==> config.mk <==
export PLATFORM = sky130hd
export DESIGN_NAME = corner_kernel_stream
export DESIGN_NICKNAME = d
export VERILOG_FILES = /design/src/rtl/corner_kernel_stream.sv
export SDC_FILE = /design/constraint.sdc
export NUM_CORES = 1
export LEC_CHECK = 0
export BUFFER_PORTS_ARGS = -buffer_cell sky130_fd_sc_hd__clkbuf_2
export CORE_MARGIN = 4
export CORE_UTILIZATION = 45
export CTS_CLUSTER_SIZE = 25
export DETAILED_ROUTE_END_ITERATION = 6
export GPL_TIMING_DRIVEN = 0
export SETUP_SLACK_MARGIN = 0.15
export SLEW_MARGIN = 40
export SYNTH_ARGS = -nofsm -noshare
export SYNTH_HDL_FRONTEND = slang
export SYNTH_SLANG_ARGS = --single-unit
==> constraint.sdc <==
create_clock -name clk -period 7.6 [get_ports clk]
set_clock_uncertainty 0.15 [all_clocks]
set_input_delay 0.76 -clock clk [delete_from_list [all_inputs] [get_ports clk]]
set_output_delay 0.76 -clock clk [all_outputs]
set_load 0.02 [all_outputs]
==> src/rtl/corner_kernel_stream.sv <==
// corner_kernel_stream
// Streaming 3x3 border thinning with optional Moravec corner detection.
// Pixels arrive in raster order with a start-of-frame flag. Two line
// buffers plus a 3x3 shift window feed a one-stage classifier. Results
// are produced only for interior centers.
// The corner scoring path is built only when the macro
// CORNER_KERNEL_MORAVEC_EN is defined. Without it, every border pixel is
// output as 0, out_corner is 0 and corner_count stays 0. Latency and
// handshake are the same in both builds.
module corner_kernel_stream #(
    parameter int IMG_W     = 8,
    parameter int IMG_H     = 8,
    parameter int PIXEL_W   = 8,
    parameter int BORDER_TH = 1,
    parameter int CORNER_TH = 1
) (
    input  logic               clk,
    input  logic               rst_n,
    input  logic               in_valid,
    output logic               in_ready,
    input  logic               in_sof,
    input  logic [PIXEL_W-1:0] in_pixel,
    output logic               out_valid,
    input  logic               out_ready,
    output logic [PIXEL_W-1:0] out_pixel,
    output logic               out_corner,
    output logic               out_eof,
    output logic [15:0]        corner_count
);

    localparam int CW  = (IMG_W > 1) ? $clog2(IMG_W) : 1;
    localparam int RW  = (IMG_H > 1) ? $clog2(IMG_H) : 1;
    localparam int SW  = 2 * PIXEL_W + 2;
    localparam int PW1 = PIXEL_W + 1;

    localparam logic [CW-1:0]  COL_ZERO    = CW'(0);
    localparam logic [CW-1:0]  COL_ONE     = CW'(1);
    localparam logic [CW-1:0]  COL_TWO     = CW'(2);
    localparam logic [CW-1:0]  COL_LAST    = CW'(IMG_W - 1);
    localparam logic [RW-1:0]  ROW_ZERO    = RW'(0);
    localparam logic [RW-1:0]  ROW_ONE     = RW'(1);
    localparam logic [RW-1:0]  ROW_TWO     = RW'(2);
    localparam logic [RW-1:0]  ROW_LAST    = RW'(IMG_H - 1);
    localparam logic [PW1-1:0] BORDER_TH_S = PW1'(BORDER_TH);

    // Elaboration-time sanity checks on the configuration.
    if (IMG_W < 3) begin : g_bad_img_w
        $error("corner_kernel_stream: IMG_W must be at least 3");
    end
    if (IMG_H < 3) begin : g_bad_img_h
        $error("corner_kernel_stream: IMG_H must be at least 3");
    end
    if (PIXEL_W < 1) begin : g_bad_pixel_w
        $error("corner_kernel_stream: PIXEL_W must be at least 1");
    end
    if (CORNER_TH < 0) begin : g_bad_corner_th
        $error("corner_kernel_stream: CORNER_TH must not be negative");
    end

    // ------------------------------------------------------------------
    // Helpers
    // ------------------------------------------------------------------
    function automatic logic [PIXEL_W-1:0] pix_max(input logic [PIXEL_W-1:0] a,
                                                   input logic [PIXEL_W-1:0] b);
        return (a >= b) ? a : b;
    endfunction

    function automatic logic [PIXEL_W-1:0] pix_min(input logic [PIXEL_W-1:0] a,
                                                   input logic [PIXEL_W-1:0] b);
        return (a <= b) ? a : b;
    endfunction

    // ------------------------------------------------------------------
    // Handshake and position tracking
    // ------------------------------------------------------------------
    logic               adv_s;       // whole pipeline advances this cycle
    logic               acc_s;       // input handshake completes
    logic               sof_take_s;  // accepted start-of-frame pixel
    logic               take_s;      // accepted pixel that belongs to a frame
    logic [CW-1:0]      col_r;
    logic [RW-1:0]      row_r;
    logic               synced_r;    // an in_sof has been seen since reset
    logic [CW-1:0]      cur_col_s;
    logic [RW-1:0]      cur_row_s;

    assign adv_s      = !out_valid || out_ready;
    assign in_ready   = adv_s;
    assign acc_s      = in_valid && adv_s;
    assign sof_take_s = acc_s && in_sof;
    assign take_s     = acc_s && (in_sof || synced_r);

    // Position of the pixel on the input: in_sof forces it to (0,0).
    always_comb begin
        cur_col_s = col_r;
        cur_row_s = row_r;
        if (in_sof) begin
            cur_col_s = COL_ZERO;
            cur_row_s = ROW_ZERO;
        end else begin
            cur_col_s = col_r;
            cur_row_s = row_r;
        end
    end

    // Raster counters: advance on every taken pixel, wrap at frame edges.
    always_ff @(posedge clk or negedge rst_n) begin
        if (!rst_n) begin
            col_r    <= COL_ZERO;
            row_r    <= ROW_ZERO;
            synced_r <= 1'b0;
        end else if (take_s) begin
            synced_r <= 1'b1;
            if (cur_col_s == COL_LAST) begin
                col_r <= COL_ZERO;
                row_r <= (cur_row_s == ROW_LAST) ? ROW_ZERO : (cur_row_s + ROW_ONE);
            end else begin
                col_r <= cur_col_s + COL_ONE;
                row_r <= cur_row_s;
            end
        end
    end

    // ------------------------------------------------------------------
    // Line buffers and 3x3 window (no reset: the row counters gate use)
    // ------------------------------------------------------------------
    logic [PIXEL_W-1:0] lb_top_r [IMG_W];  // row r-2
    logic [PIXEL_W-1:0] lb_mid_r [IMG_W];  // row r-1
    logic [PIXEL_W-1:0] win_r    [3][3];   // [row][col], [0][0] = NW

    // Shift the window left and feed the new column from the line buffers.
    always_ff @(posedge clk) begin
        if (take_s) begin
            lb_top_r[cur_col_s] <= lb_mid_r[cur_col_s];
            lb_mid_r[cur_col_s] <= in_pixel;
            for (int i = 0; i < 3; i++) begin
                win_r[i][0] <= win_r[i][1];
                win_r[i][1] <= win_r[i][2];
            end
            win_r[0][2] <= lb_top_r[cur_col_s];
            win_r[1][2] <= lb_mid_r[cur_col_s];
            win_r[2][2] <= in_pixel;
        end
    end

    // ------------------------------------------------------------------
    // Stage 1: window valid flags
    // ------------------------------------------------------------------
    logic s1_valid_r;
    logic s1_eof_r;

    // A window is complete once its SE pixel (row>=2, col>=2) is taken.
    always_ff @(posedge clk or negedge rst_n) begin
        if (!rst_n) begin
            s1_valid_r <= 1'b0;
            s1_eof_r   <= 1'b0;
        end else if (adv_s) begin
            s1_valid_r <= take_s && (cur_row_s >= ROW_TWO) && (cur_col_s >= COL_TWO);
            s1_eof_r   <= (cur_row_s == ROW_LAST) && (cur_col_s == COL_LAST);
        end
    end

    // ------------------------------------------------------------------
    // Classification of the window held in stage 1
    // ------------------------------------------------------------------
    logic [PIXEL_W-1:0] c_s, n_s, s_s, w_s, e_s;
    logic [PIXEL_W-1:0] max_s, min_s;
    logic [PW1-1:0]     range_s;
    logic               border_s;
    logic               corner_s;

    assign c_s = win_r[1][1];
    assign n_s = win_r[0][1];
    assign s_s = win_r[2][1];
    assign w_s = win_r[1][0];
    assign e_s = win_r[1][2];

    // Border test: spread of the plus-shaped neighbourhood, non-zero center.
    always_comb begin
        max_s    = pix_max(pix_max(pix_max(c_s, n_s), pix_max(s_s, w_s)), e_s);
        min_s    = pix_min(pix_min(pix_min(c_s, n_s), pix_min(s_s, w_s)), e_s);
        range_s  = {1'b0, max_s} - {1'b0, min_s};
        border_s = (range_s >= BORDER_TH_S) && (c_s != {PIXEL_W{1'b0}});
    end

`ifdef CORNER_KERNEL_MORAVEC_EN
    localparam logic [SW-1:0] CORNER_TH_S = SW'(CORNER_TH);

    logic [PIXEL_W-1:0] nw_s, ne_s, sw_s, se_s;
    logic [SW-1:0]      d1_s, d2_s, d3_s, d4_s, dmin_s;

    assign nw_s = win_r[0][0];
    assign ne_s = win_r[0][2];
    assign sw_s = win_r[2][0];
    assign se_s = win_r[2][2];

    function automatic logic [SW-1:0] sq_diff(input logic [PIXEL_W-1:0] a,
                                              input logic [PIXEL_W-1:0] b);
        logic [PIXEL_W-1:0]   d;
        logic [2*PIXEL_W-1:0] p;
        d = (a >= b) ? (a - b) : (b - a);
        p = {{PIXEL_W{1'b0}}, d} * {{PIXEL_W{1'b0}}, d};
        return {2'b00, p};
    endfunction

    function automatic logic [SW-1:0] score4(input logic [PIXEL_W-1:0] c,
                                             input logic [PIXEL_W-1:0] a,
                                             input logic [PIXEL_W-1:0] b,
                                             input logic [PIXEL_W-1:0] d,
                                             input logic [PIXEL_W-1:0] e);
        return sq_diff(c, a) + sq_diff(c, b) + sq_diff(c, d) + sq_diff(c, e);
    endfunction

    // Moravec score: weakest of the four directional SSDs.
    always_comb begin
        d1_s     = score4(c_s, w_s, nw_s, n_s, ne_s);
        d2_s     = score4(c_s, n_s, ne_s, e_s, se_s);
        d3_s     = score4(c_s, e_s, se_s, s_s, sw_s);
        d4_s     = score4(c_s, s_s, sw_s, w_s, nw_s);
        dmin_s   = (d1_s <= d2_s) ? d1_s : d2_s;
        dmin_s   = (dmin_s <= d3_s) ? dmin_s : d3_s;
        dmin_s   = (dmin_s <= d4_s) ? dmin_s : d4_s;
        corner_s = border_s && (dmin_s >= CORNER_TH_S);
    end
`else
    assign corner_s = 1'b0;
`endif

    // ------------------------------------------------------------------
    // Stage 2: registered outputs
    // ------------------------------------------------------------------
    // Load the result on advance; an accepted in_sof drops the stage-1 entry
    // so nothing from the old frame follows the result already on the port.
    always_ff @(posedge clk or negedge rst_n) begin
        if (!rst_n) begin
            out_valid  <= 1'b0;
            out_pixel  <= {PIXEL_W{1'b0}};
            out_corner <= 1'b0;
            out_eof    <= 1'b0;
        end else if (adv_s) begin
            out_valid <= s1_valid_r && !sof_take_s;
            if (s1_valid_r) begin
                out_pixel  <= (!border_s || corner_s) ? c_s : {PIXEL_W{1'b0}};
                out_corner <= corner_s;
                out_eof    <= s1_eof_r;
            end else begin
                out_pixel  <= {PIXEL_W{1'b0}};
                out_corner <= 1'b0;
                out_eof    <= 1'b0;
            end
        end
    end

    // Per-frame corner counter: cleared by in_sof, saturating at 0xFFFF.
    always_ff @(posedge clk or negedge rst_n) begin
        if (!rst_n) begin
            corner_count <= 16'h0000;
        end else if (sof_take_s) begin
            corner_count <= (out_valid && out_ready && out_corner) ? 16'h0001 : 16'h0000;
        end else if (out_valid && out_ready && out_corner && (corner_count != 16'hFFFF)) begin
            corner_count <= corner_count + 16'h0001;
        end
    end

endmodule

==> results.sh, run 1 <==
export IMPL_grt_ovfl_total=0
export IMPL_drive_above_1_share_pct=15.9
export IMPL_cts_buffers=20
export IMPL_drc=0
export IMPL_clk_pin_slew_ns=0.06
export IMPL_power_density_nw_per_um2=307
export IMPL_vias=6722
export IMPL_layout_min_cycle_time_ns=7.16
export IMPL_num_rows=54
export IMPL_die_w_um=158
export IMPL_rsz0062_at_grt="no"
export IMPL_nNetsFinal=1043
export IMPL_antenna_found_initial=0
export IMPL_grt_pass1_wl_um=35600
export IMPL_finalWirelength_um=23100
export IMPL_maxSlewViolCount=0
export IMPL_whs_ns=0.0644
export IMPL_cts_htree_levels=1
export IMPL_ys_seq_area_share_pct=59.2
export IMPL_syn_area_um2=10100
export IMPL_dieArea_um2=25000
export IMPL_ios=41
export IMPL_place_gp_congestion=0.854
export IMPL_required_ns=7.87
export IMPL_power_leakage_nw=4.77
export IMPL_yosysTopAreaCellShare_pct=54.5
export IMPL_async_reset_ff_share_pct=9.36
export IMPL_final_period_utilization_pct=94.2
export IMPL_yosys_area_top_type="edfxtp_1"
export IMPL_setup_viol=0
export IMPL_core_area_um2=22000
export IMPL_wl_per_cell_um=18.4
export IMPL_synthTopCellsByArea="edfxtp_1 (55%), ha_1 (7.8%), nand2_1 (6.7%)"
export IMPL_status="finished, final reports clean"
export IMPL_crit_path_frequent_cell="ha_1"
export IMPL_place_ws_ns=-0.152
export IMPL_track_usage_pct=18.4
export IMPL_syn_inst=868
export IMPL_worstSetupStartpointType="register"
export IMPL_fillers=1889
export IMPL_synthDistinctLibCells=57
export IMPL_hold_violations=0
export IMPL_crit_type="register to register"
export IMPL_peakVddDrop_mv=0.201
export IMPL_tns_ns=0
export IMPL_drt_pass1_iter_count=5
export IMPL_worst_pin_slew_ns=0.737
export IMPL_diodes=0
export IMPL_ys_ff_latch=203
export IMPL_grt_pass1_vias=6629
export IMPL_cts_hold_buffers_added=0
export IMPL_drt_initial_drc_count=468
export IMPL_tritoncts="built"
export IMPL_crit_path_end_kind="register"
export IMPL_worst_slack_ns=0.442
export IMPL_insertion_delay_ns=0.49
export IMPL_total_power_mw=3.62
export IMPL_portBuffers=23
export IMPL_area_growth_pct=16.4
export IMPL_grt_max_degree=47
export IMPL_cts_sinks=203
export IMPL_synth_warnings=0
export IMPL_fp_dieH_um=158
export IMPL_syn_area_per_cell_um2=11.7
export IMPL_synth_enable_flop_cells=184
export IMPL_ys_flop_type="edfxtp_1"
export IMPL_routed_via_density=5.34
export IMPL_cp_arrival_ns=7.43
export IMPL_initial_core_util_pct=46.1
export IMPL_ant_nets=0
export IMPL_max_freq_mhz=140
export IMPL_relSlewSlack_pct=50.9
export IMPL_worstPathMaxFanout=10
export IMPL_maxCapViolCount=0
export IMPL_hp_class="input pin to asynchronous set/reset pin"
export IMPL_dpl_hpwl_um=16300
export IMPL_clock_path_buffers=3
export IMPL_slowest_delay_ns=0.45
export IMPL_critPathSlowestCell="edfxtp_1"
export IMPL_clock_root_buffer="clkbuf_16"
## stage by stage
stage | cell area (µm²) | instances | util (%)
2_1_floorplan | 10200 | 884 | -
3_3_place_gp | 10700 | 1187 | 48.5
3_5_place_dp | 10800 | 1192 | 49.1
4_1_cts | 11500 | 1237 | 52.4
5_1_grt | 11800 | 1259 | 53.7
6_report | 11800 | 1259 | 53.7
## cell type report
class                   count  area (µm²)  share of cell area (%)
plain buffers              53         310                    2.63
clock inverters             6        52.6                   0.446
well taps                 280         350                    2.97
inverters                  56         213                    1.80
clock buffers              29         566                    4.80
flip-flops and latches    203        6000                    50.9
multi-input cells         573        3890                    33.0
repair buffers             59         405                    3.44
## Yosys cell counts, drive strengths merged, types with 2 or more instances
cell type	instances
and3	2
a21o	6
inv	56
or4	15
nor3b	2
nor2b	10
nand2	182
a221o	7
a221oi	3
nor2	26
or2	2
a21oi	81
ha	63
mux2	3
nand2b	11
xnor2	2
buf	27
dfrtp	19
mux2i	40
and4	3
o211a	2
a22oi	2
nand4	2
o21a	6
o21ai	20
nor3	2
clkbuf	26
nand3	6
edfxtp	184
o211ai	34
a22o	8
## cells by family after synthesis
family / after synthesis / share of synthesized area (%)
buffers and inverters: 109 / 4.95
multiplexers: 43 / 4.36
XOR/XNOR: 3 / 0.259
AND/OR/NAND/NOR: 264 / 11.3
AO/OA/AOI/OAI: 181 / 11.8
adder cells (fa/ha/maj): 64 / 7.98
other: 1 / 0.0370
flip-flops: 203 / 59.2
## cells in the final DEF (no fill, tap or decap), types with 6 or more instances in the layout
| master | n |
|---|---|
| a21o_1 | 6 |
| a21oi_1 | 78 |
| a221o_1 | 7 |
| a22o_1 | 8 |
| buf_4 | 50 |
| clkbuf_1 | 28 |
| clkbuf_16 | 21 |
| clkbuf_2 | 29 |
| conb_1 | 17 |
| dfrtp_1 | 19 |
| edfxtp_1 | 184 |
| ha_1 | 63 |
| inv_1 | 54 |
| mux2i_1 | 31 |
| nand2_1 | 181 |
| nand2b_1 | 11 |
| nand3_1 | 6 |
| nor2_1 | 17 |
| nor2_4 | 7 |
| nor2b_1 | 10 |
| o211ai_1 | 34 |
| o21ai_0 | 15 |
| or4_1 | 15 |
## flip-flops by register name, indices dropped and copies added, names as in the netlist
name and flops:
out_pixel 8, out_valid 1, lb_mid_r 64, lb_top_r 64, s1_eof_r 1, row_r 3
col_r 3, s1_valid_r 1, synced_r 1, win_r 56, out_eof 1
## final timing paths
kind	slack [ns]	from	cells after the start	endpoint
max	0.44	win_r[0][35]	31	out_pixel[1]
max reg2reg	0.44	win_r[0][35]	31	out_pixel[1]
min	0.06	rst_n	1	col_r[2]
max in group asynchronous	6.91	rst_n	1	out_pixel[2]
min reg2reg	0.27	win_r[0][0]	0	win_r[0][8]
min in group clk	0.27	win_r[0][0]	0	win_r[0][8]
## what timing repair did
| action | CTS | global route |
|---|---|---|
| setup endpoints to repair | 8 | 8 |
| resized for setup | 6 | 40 |
| gates cloned | 1 | 0 |
| pin swaps | 1 | 9 |
| setup buffers | 9 | 21 |
## metal layers
metal	GRT usage [%]	share of wire [%]	up-vias
met5	0	0	-
met4	5.52	2.5	0
met3	2.57	3.7	42
met2	33.2	52	119
met1	23.1	42	3238
li1	-	-	3323
## critical path, delay by kind of cell (launching register included)
kind / cells / cell delay (ns)
buf+inv: 5 / 0.74
xor+xnor: 1 / 0.17
flops: 1 / 0.45
mux: 3 / 0.82
compound gates: 10 / 2.22
fa+ha+maj: 5 / 1.53
simple gates: 7 / 1.02
## report_power, final
part,internal (mW),switching [mW]
sequential,1.31,0.0326
combinational,0.577,0.765
clock,0.550,0.386
Power figures use the tool's default switching activity.
==> run 2, diff against run 1 <==
--- a/config.mk
+++ b/config.mk
@@ -8,9 +8,11 @@
 export BUFFER_PORTS_ARGS = -buffer_cell sky130_fd_sc_hd__clkbuf_2
 export CORE_MARGIN = 4
 export CORE_UTILIZATION = 45
-export CTS_CLUSTER_SIZE = 25
+export CTS_CLUSTER_SIZE = 14
 export DETAILED_ROUTE_END_ITERATION = 6
 export GPL_TIMING_DRIVEN = 0
+export HOLD_SLACK_MARGIN = 0.1
+export MAX_ROUTING_LAYER = met4
 export SETUP_SLACK_MARGIN = 0.15
 export SLEW_MARGIN = 40
 export SYNTH_ARGS = -nofsm -noshare
==> run 2 against run 1 <==
- design area increased by 0.89%
- critical endpoint is now out_pixel[3]
- routed wire length is 0.40% higher
- count of clock-buffer cells in the layout decreased by 4
- final cell count grew 0.40%
- largest power group unchanged
- worst setup slack gained 0.092 ns
==> results.sh, run 2 (same netlist as run 1, synthesis figures left out) <==
export IMPL_status="finished, final reports clean"
export IMPL_worstHoldStart="win_r[0][5]"
export IMPL_num_rows=54
export IMPL_wl_per_cell_um=18.4
export IMPL_initial_core_util_pct=46.1
export IMPL_setup_viol=0
export IMPL_crit_path_end_kind="register"
export IMPL_maxCapViolCount=0
export IMPL_place_gp_congestion=0.888
export IMPL_reg2reg_to="out_pixel[3]"
export IMPL_clock_root_buffer="clkbuf_16"
export IMPL_rsz0062_at_grt="no"
export IMPL_power_density_nw_per_um2=313
export IMPL_worst_slack_ns=0.535
export IMPL_switchingPower_mw=1.21
export IMPL_crit_path_frequent_cell="ha_1"
export IMPL_vias=6682
export IMPL_p_int_mw=2.52
export IMPL_drt_pass1_iter_count=5
export IMPL_finish_utilization_pct=54.2
export IMPL_area_growth_pct=17.4
export IMPL_drive_above_1_share_pct=16.4
export IMPL_cp_arrival_ns=7.35
export IMPL_ant_nets=0
export IMPL_dpl_hpwl_um=16500
export IMPL_drc=0
export IMPL_cts_htree_levels=1
export IMPL_clock_power_share_pct=27.6
export IMPL_place_ws_ns=-0.336
export IMPL_hold_violations=0
export IMPL_portBuffers=23
export IMPL_relSlewSlack_pct=49.7
export IMPL_routed_via_density=5.29
export IMPL_maxSlewViolCount=0
export IMPL_antenna_found_initial=0
export IMPL_dieArea_um2=25000
export IMPL_layout_commonest_cell="edfxtp_1"
export IMPL_diodes=0
export IMPL_required_ns=7.88
export IMPL_max_freq_mhz=142
export IMPL_power_leakage_nw=4.81
export IMPL_nNetsFinal=1046
export IMPL_insertion_delay_ns=0.50
export IMPL_grt_pass1_vias=6454
export IMPL_rrSetupSlack_ns=0.53
export IMPL_hp_class="register to register"
export IMPL_critPathSlowestCell="edfxtp_1"
export IMPL_ios=41
export IMPL_hold_depth=0
export IMPL_worstReg2RegStart="win_r[0][34]"
export IMPL_seqPwrFrac_pct=36.1
export IMPL_rr_worst_depth=29
export IMPL_largestRegisters="lb_mid_r: 64 flops, lb_top_r: 64 flops, win_r: 56 flops"
export IMPL_final_period_utilization_pct=93.0
export IMPL_track_usage_pct=19.2
export IMPL_grt_pass1_wl_um=36100
export IMPL_cts_sinks=203
export IMPL_crit_type="register to register"
export IMPL_clk_pin_slew_ns=0.06
export IMPL_worst_pin_slew_ns=0.754
export IMPL_grt_ovfl_total=0
export IMPL_clock_path_buffers=3
export IMPL_worstSetupStartpointType="register"
export IMPL_total_power_mw=3.72
export IMPL_finalWirelength_um=23200
export IMPL_final_cell_mix="edfxtp_1 (184), nand2_1 (181), a21oi_1 (78)"
export IMPL_min_to="win_r[0][13]"
export IMPL_fp_dieH_um=158
export IMPL_cts_buffers=21
export IMPL_peakVddDrop_mv=0.203
export IMPL_tritoncts="built"
export IMPL_slowest_delay_ns=0.52
export IMPL_switching_share_pct=32.4
export IMPL_core_area_um2=22000
export IMPL_drt_initial_drc_count=538
export IMPL_comb_power_share_pct=36.2
export IMPL_whs_ns=0.264
export IMPL_die_w_um=158
export IMPL_worstPathMaxFanout=9
export IMPL_layout_min_cycle_time_ns=7.07
export IMPL_fillers=1902
export IMPL_grt_max_degree=49
run 2: worst max-delay path, delay by kind of cell (launching register included):
kind	cells	cell delay [ns]
multiplexers	2	0.66
AND/OR/NAND/NOR	6	1.03
adder cells (fa/ha/maj)	5	1.55
AO/OA/AOI/OAI	12	2.52
buffers and inverters	4	0.55
flip-flops	1	0.52
run 2: metal layers:
layer	global-route usage (%)	wire [µm]	up-vias
met4	5.16	537	0
li1	-	-	3337
met3	2.00	725	35
met2	32.9	11900	84
met1	24.6	10100	3226
met5	-	0	-
run 2: worst max path at each step:
stage,slack (ns),depth (start not counted),end,start
after CTS,0.16,30,out_pixel[3],win_r[0][35]
final,0.53,29,out_pixel[3],win_r[0][34]
after floorplan,0.88,30,out_pixel[0],win_r[0][59]
after global placement,-0.24,32,out_pixel[1],win_r[0][35]
after global routing,0.14,32,out_pixel[1],win_r[0][62]
after detailed placement,-0.34,32,out_pixel[3],win_r[0][35]
run 2: area by class of cell:
cell class / count / area, µm² / area share, %
inverter: 56 / 213 / 1.79
buffer: 53 / 310 / 2.61
multi-input combinational: 572 / 3890 / 32.7
clock buffer: 25 / 541 / 4.54
clock inverter: 13 / 149 / 1.25
tap: 280 / 350 / 2.94
timing repair buffer: 62 / 444 / 3.73
sequential: 203 / 6000 / 50.4
run 2: power groups by stage:
stage | logic [mW] | clock network [mW] | registers, mW
2_1_floorplan | 0.903 | 0 | 1.35
3_3_place_gp | 1.14 | 0 | 1.37
3_5_place_dp | 1.16 | 0 | 1.37
4_1_cts | 1.22 | 1.05 | 1.35
5_1_grt | 1.50 | 1.10 | 1.35
6_report | 1.35 | 1.03 | 1.35
run 2: timing repair:
action / in CTS / in global routing
pin swaps: 1 / 9
setup endpoints to repair: 8 / 8
hold buffers: 1 / 0
hold endpoints to repair: 19 / 0
setup buffers: 12 / 19
gates resized for setup: 8 / 39
run 2: metrics by stage:
| stage | setup TNS [ns] | cells | area, µm² |
|---|---|---|---|
| 2_1_floorplan | 0 | 884 | 10200 |
| 3_3_place_gp | -1.83 | 1187 | 10700 |
| 3_5_place_dp | -2.51 | 1193 | 10800 |
| 4_1_cts | 0 | 1244 | 11600 |
| 5_1_grt | 0 | 1264 | 11900 |
| 6_report | 0 | 1264 | 11900 |
==> run 3, diff against run 2 <==
--- a/config.mk
+++ b/config.mk
@@ -13,6 +13,7 @@
 export GPL_TIMING_DRIVEN = 0
 export HOLD_SLACK_MARGIN = 0.1
 export MAX_ROUTING_LAYER = met4
+export REMOVE_ABC_BUFFERS = 1
 export SETUP_SLACK_MARGIN = 0.15
 export SLEW_MARGIN = 40
 export SYNTH_ARGS = -nofsm -noshare
==> run 3 against run 2 <==
- global-route usage down 0.71 points
- sequential power about the same
- worst hold slack better by 0.00052 ns
- critical path type unchanged
==> results.sh, run 3 (same netlist as run 1, synthesis figures left out) <==
export IMPL_grt_pass1_vias=6504
export IMPL_status="finished, final reports clean"
export IMPL_dpl_cell_area_um2=10700
export IMPL_comb_power_share_pct=36.4
export IMPL_fp_dieH_um=158
export IMPL_portBuffers=23
export IMPL_maxCapViolCount=0
export IMPL_place_inst=1149
export IMPL_crit_type="register to register"
export IMPL_insertion_delay_ns=0.48
export IMPL_layout_commonest_cell="edfxtp_1"
export IMPL_use_met3_pct=2.13
export IMPL_vias=6707
export IMPL_crit_path_frequent_cell="ha_1"
export IMPL_largestRegisters="lb_mid_r: 64 flops, lb_top_r: 64 flops, win_r: 56 flops"
export IMPL_worstPathMaxFanout=9
export IMPL_tritoncts="built"
export IMPL_cts_buffers=21
export IMPL_drive_above_1_share_pct=17.7
export IMPL_num_rows=54
export IMPL_wl_per_cell_um=18.3
export IMPL_power_leakage_nw=4.75
export IMPL_track_usage_pct=18.5
export IMPL_place_gp_congestion=0.897
export IMPL_routed_via_density=5.45
export IMPL_worst_pin_slew_ns=0.810
export IMPL_crit_path_end_kind="register"
export IMPL_critPathSlowestCell="fa_1"
export IMPL_switching_share_pct=32.9
export IMPL_diodes=0
export IMPL_ant_nets=0
export IMPL_ios=41
export IMPL_cp_arrival_ns=7.35
export IMPL_rsz0062_at_grt="no"
export IMPL_cts_htree_levels=1
export IMPL_area_growth_pct=16.7
export IMPL_clock_root_buffer="clkbuf_16"
export IMPL_hold_violations=0
export IMPL_grt_pass1_wl_um=35300
export IMPL_drc=0
export IMPL_switchingPower_mw=1.18
export IMPL_seqPwrFrac_pct=37.6
export IMPL_cts_sinks=203
export IMPL_hp_class="register to register"
export IMPL_layout_min_cycle_time_ns=7.08
export IMPL_final_area_um2=11800
export IMPL_clock_path_buffers=3
export IMPL_power_density_nw_per_um2=304
export IMPL_setup_viol=0
export IMPL_required_ns=7.87
export IMPL_instances_no_fill=1231
export IMPL_nNetsFinal=1014
export IMPL_dpl_hpwl_um=15100
export IMPL_use_met2_pct=31.3
export IMPL_grt_use_met1_pct=24.1
export IMPL_drt_initial_drc_count=491
export IMPL_dieArea_um2=25000
export IMPL_slowest_delay_ns=0.49
export IMPL_peakVddDrop_mv=0.234
export IMPL_whs_ns=0.265
export IMPL_clk_pin_slew_ns=0.06
export IMPL_clock_power_share_pct=25.9
export IMPL_maxSlewViolCount=0
export IMPL_core_area_um2=22000
export IMPL_drt_pass1_iter_count=5
export IMPL_max_freq_mhz=141
export IMPL_worstSetupStartpointType="register"
export IMPL_initial_core_util_pct=46.1
export IMPL_final_period_utilization_pct=93.2
export IMPL_top_usage_layer="met2"
export IMPL_final_cell_mix="edfxtp_1 (184), nand2_1 (180), a21oi_1 (77)"
export IMPL_p_int_mw=2.41
export IMPL_grt_max_degree=62
export IMPL_antenna_found_initial=0
export IMPL_finalWirelength_um=22600
export IMPL_relSlewSlack_pct=45.8
export IMPL_die_w_um=158
export IMPL_grt_ovfl_total=0
-- run 3: changes by cell type in the layout (fill, tap and decap cells not counted), sizes merged, moves of 2 or more --
cell	before	now
buf	65	58
bufinv	3	0
clkbuf	74	54
clkinvlp	2	0
-- run 3: power by group through the flow --
stage | clock (mW) | sequential (mW) | combinational [mW]
floorplan | 0 | 1.36 | 0.873
global placement | 0 | 1.38 | 1.12
detailed placement | 0 | 1.38 | 1.15
CTS | 0.949 | 1.35 | 1.22
global route | 0.999 | 1.36 | 1.46
finish | 0.931 | 1.35 | 1.31
-- run 3: what timing repair did --
action                                  CTS  global route
hold endpoints to repair                 19             0
gates cloned                              1             0
hold buffers                              1             0
pin swaps                                 4            11
resized for setup                        17            30
endpoints found under the setup margin    8             8
buffers inserted                          7            36
-- run 3: per-stage QoR --
step                      setup slack [ns]  setup TNS (ns)  utilization [%]  power [mW]
final                                0.518               0             53.8        3.59
after global placement              -0.957           -7.58             47.2        2.49
after global routing                 0.136               0             53.8        3.82
after CTS                            0.159               0             52.1        3.52
after detailed placement            -0.921           -7.35             48.7        2.53
after floorplan                      0.566               0                -        2.23
-- run 3: final timing paths --
check | slack [ns] | end | startpoint | depth (start not counted)
worst max-delay path | 0.52 | out_pixel[2] | win_r[0][56] | 28
worst min-delay path | 0.26 | win_r[0][57] | win_r[0][49] | 0
worst max register to register | 0.52 | out_pixel[2] | win_r[0][56] | 28
worst min register to register | 0.26 | win_r[0][57] | win_r[0][49] | 0
max in group asynchronous | 6.37 | out_pixel[0] | rst_n | 2
min in group asynchronous | 0.60 | col_r[2] | rst_n | 2
-- run 3: layout make-up --
class / count / area [µm²]
clock buffer: 31 / 594
clock inverter: 6 / 28.8
fill: 1894 / 10100
inverter: 56 / 215
multi-input combinational: 573 / 3940
sequential: 203 / 6000
tap: 280 / 350
timing repair buffer: 82 / 697
-- run 3: critical path, delay by kind of cell (launching register included) --
family                     cells  cell delay (ns)
muxes                          2             0.51
DFF                            1             0.45
xor gates and xnor gates       1             0.17
buffers and inverters          3             0.32
AOI/OAI and AO/OA             13             2.89
and+or+nand+nor                5             1.20
adders and majority gates      4             1.35
-- run 3: metal layers --
layer  up-vias  share of wire [%]
met2       138                 50
met4         0                1.7
met5         -                  0
li1       3256                  -
met1      3282                 44
met3        31                3.8
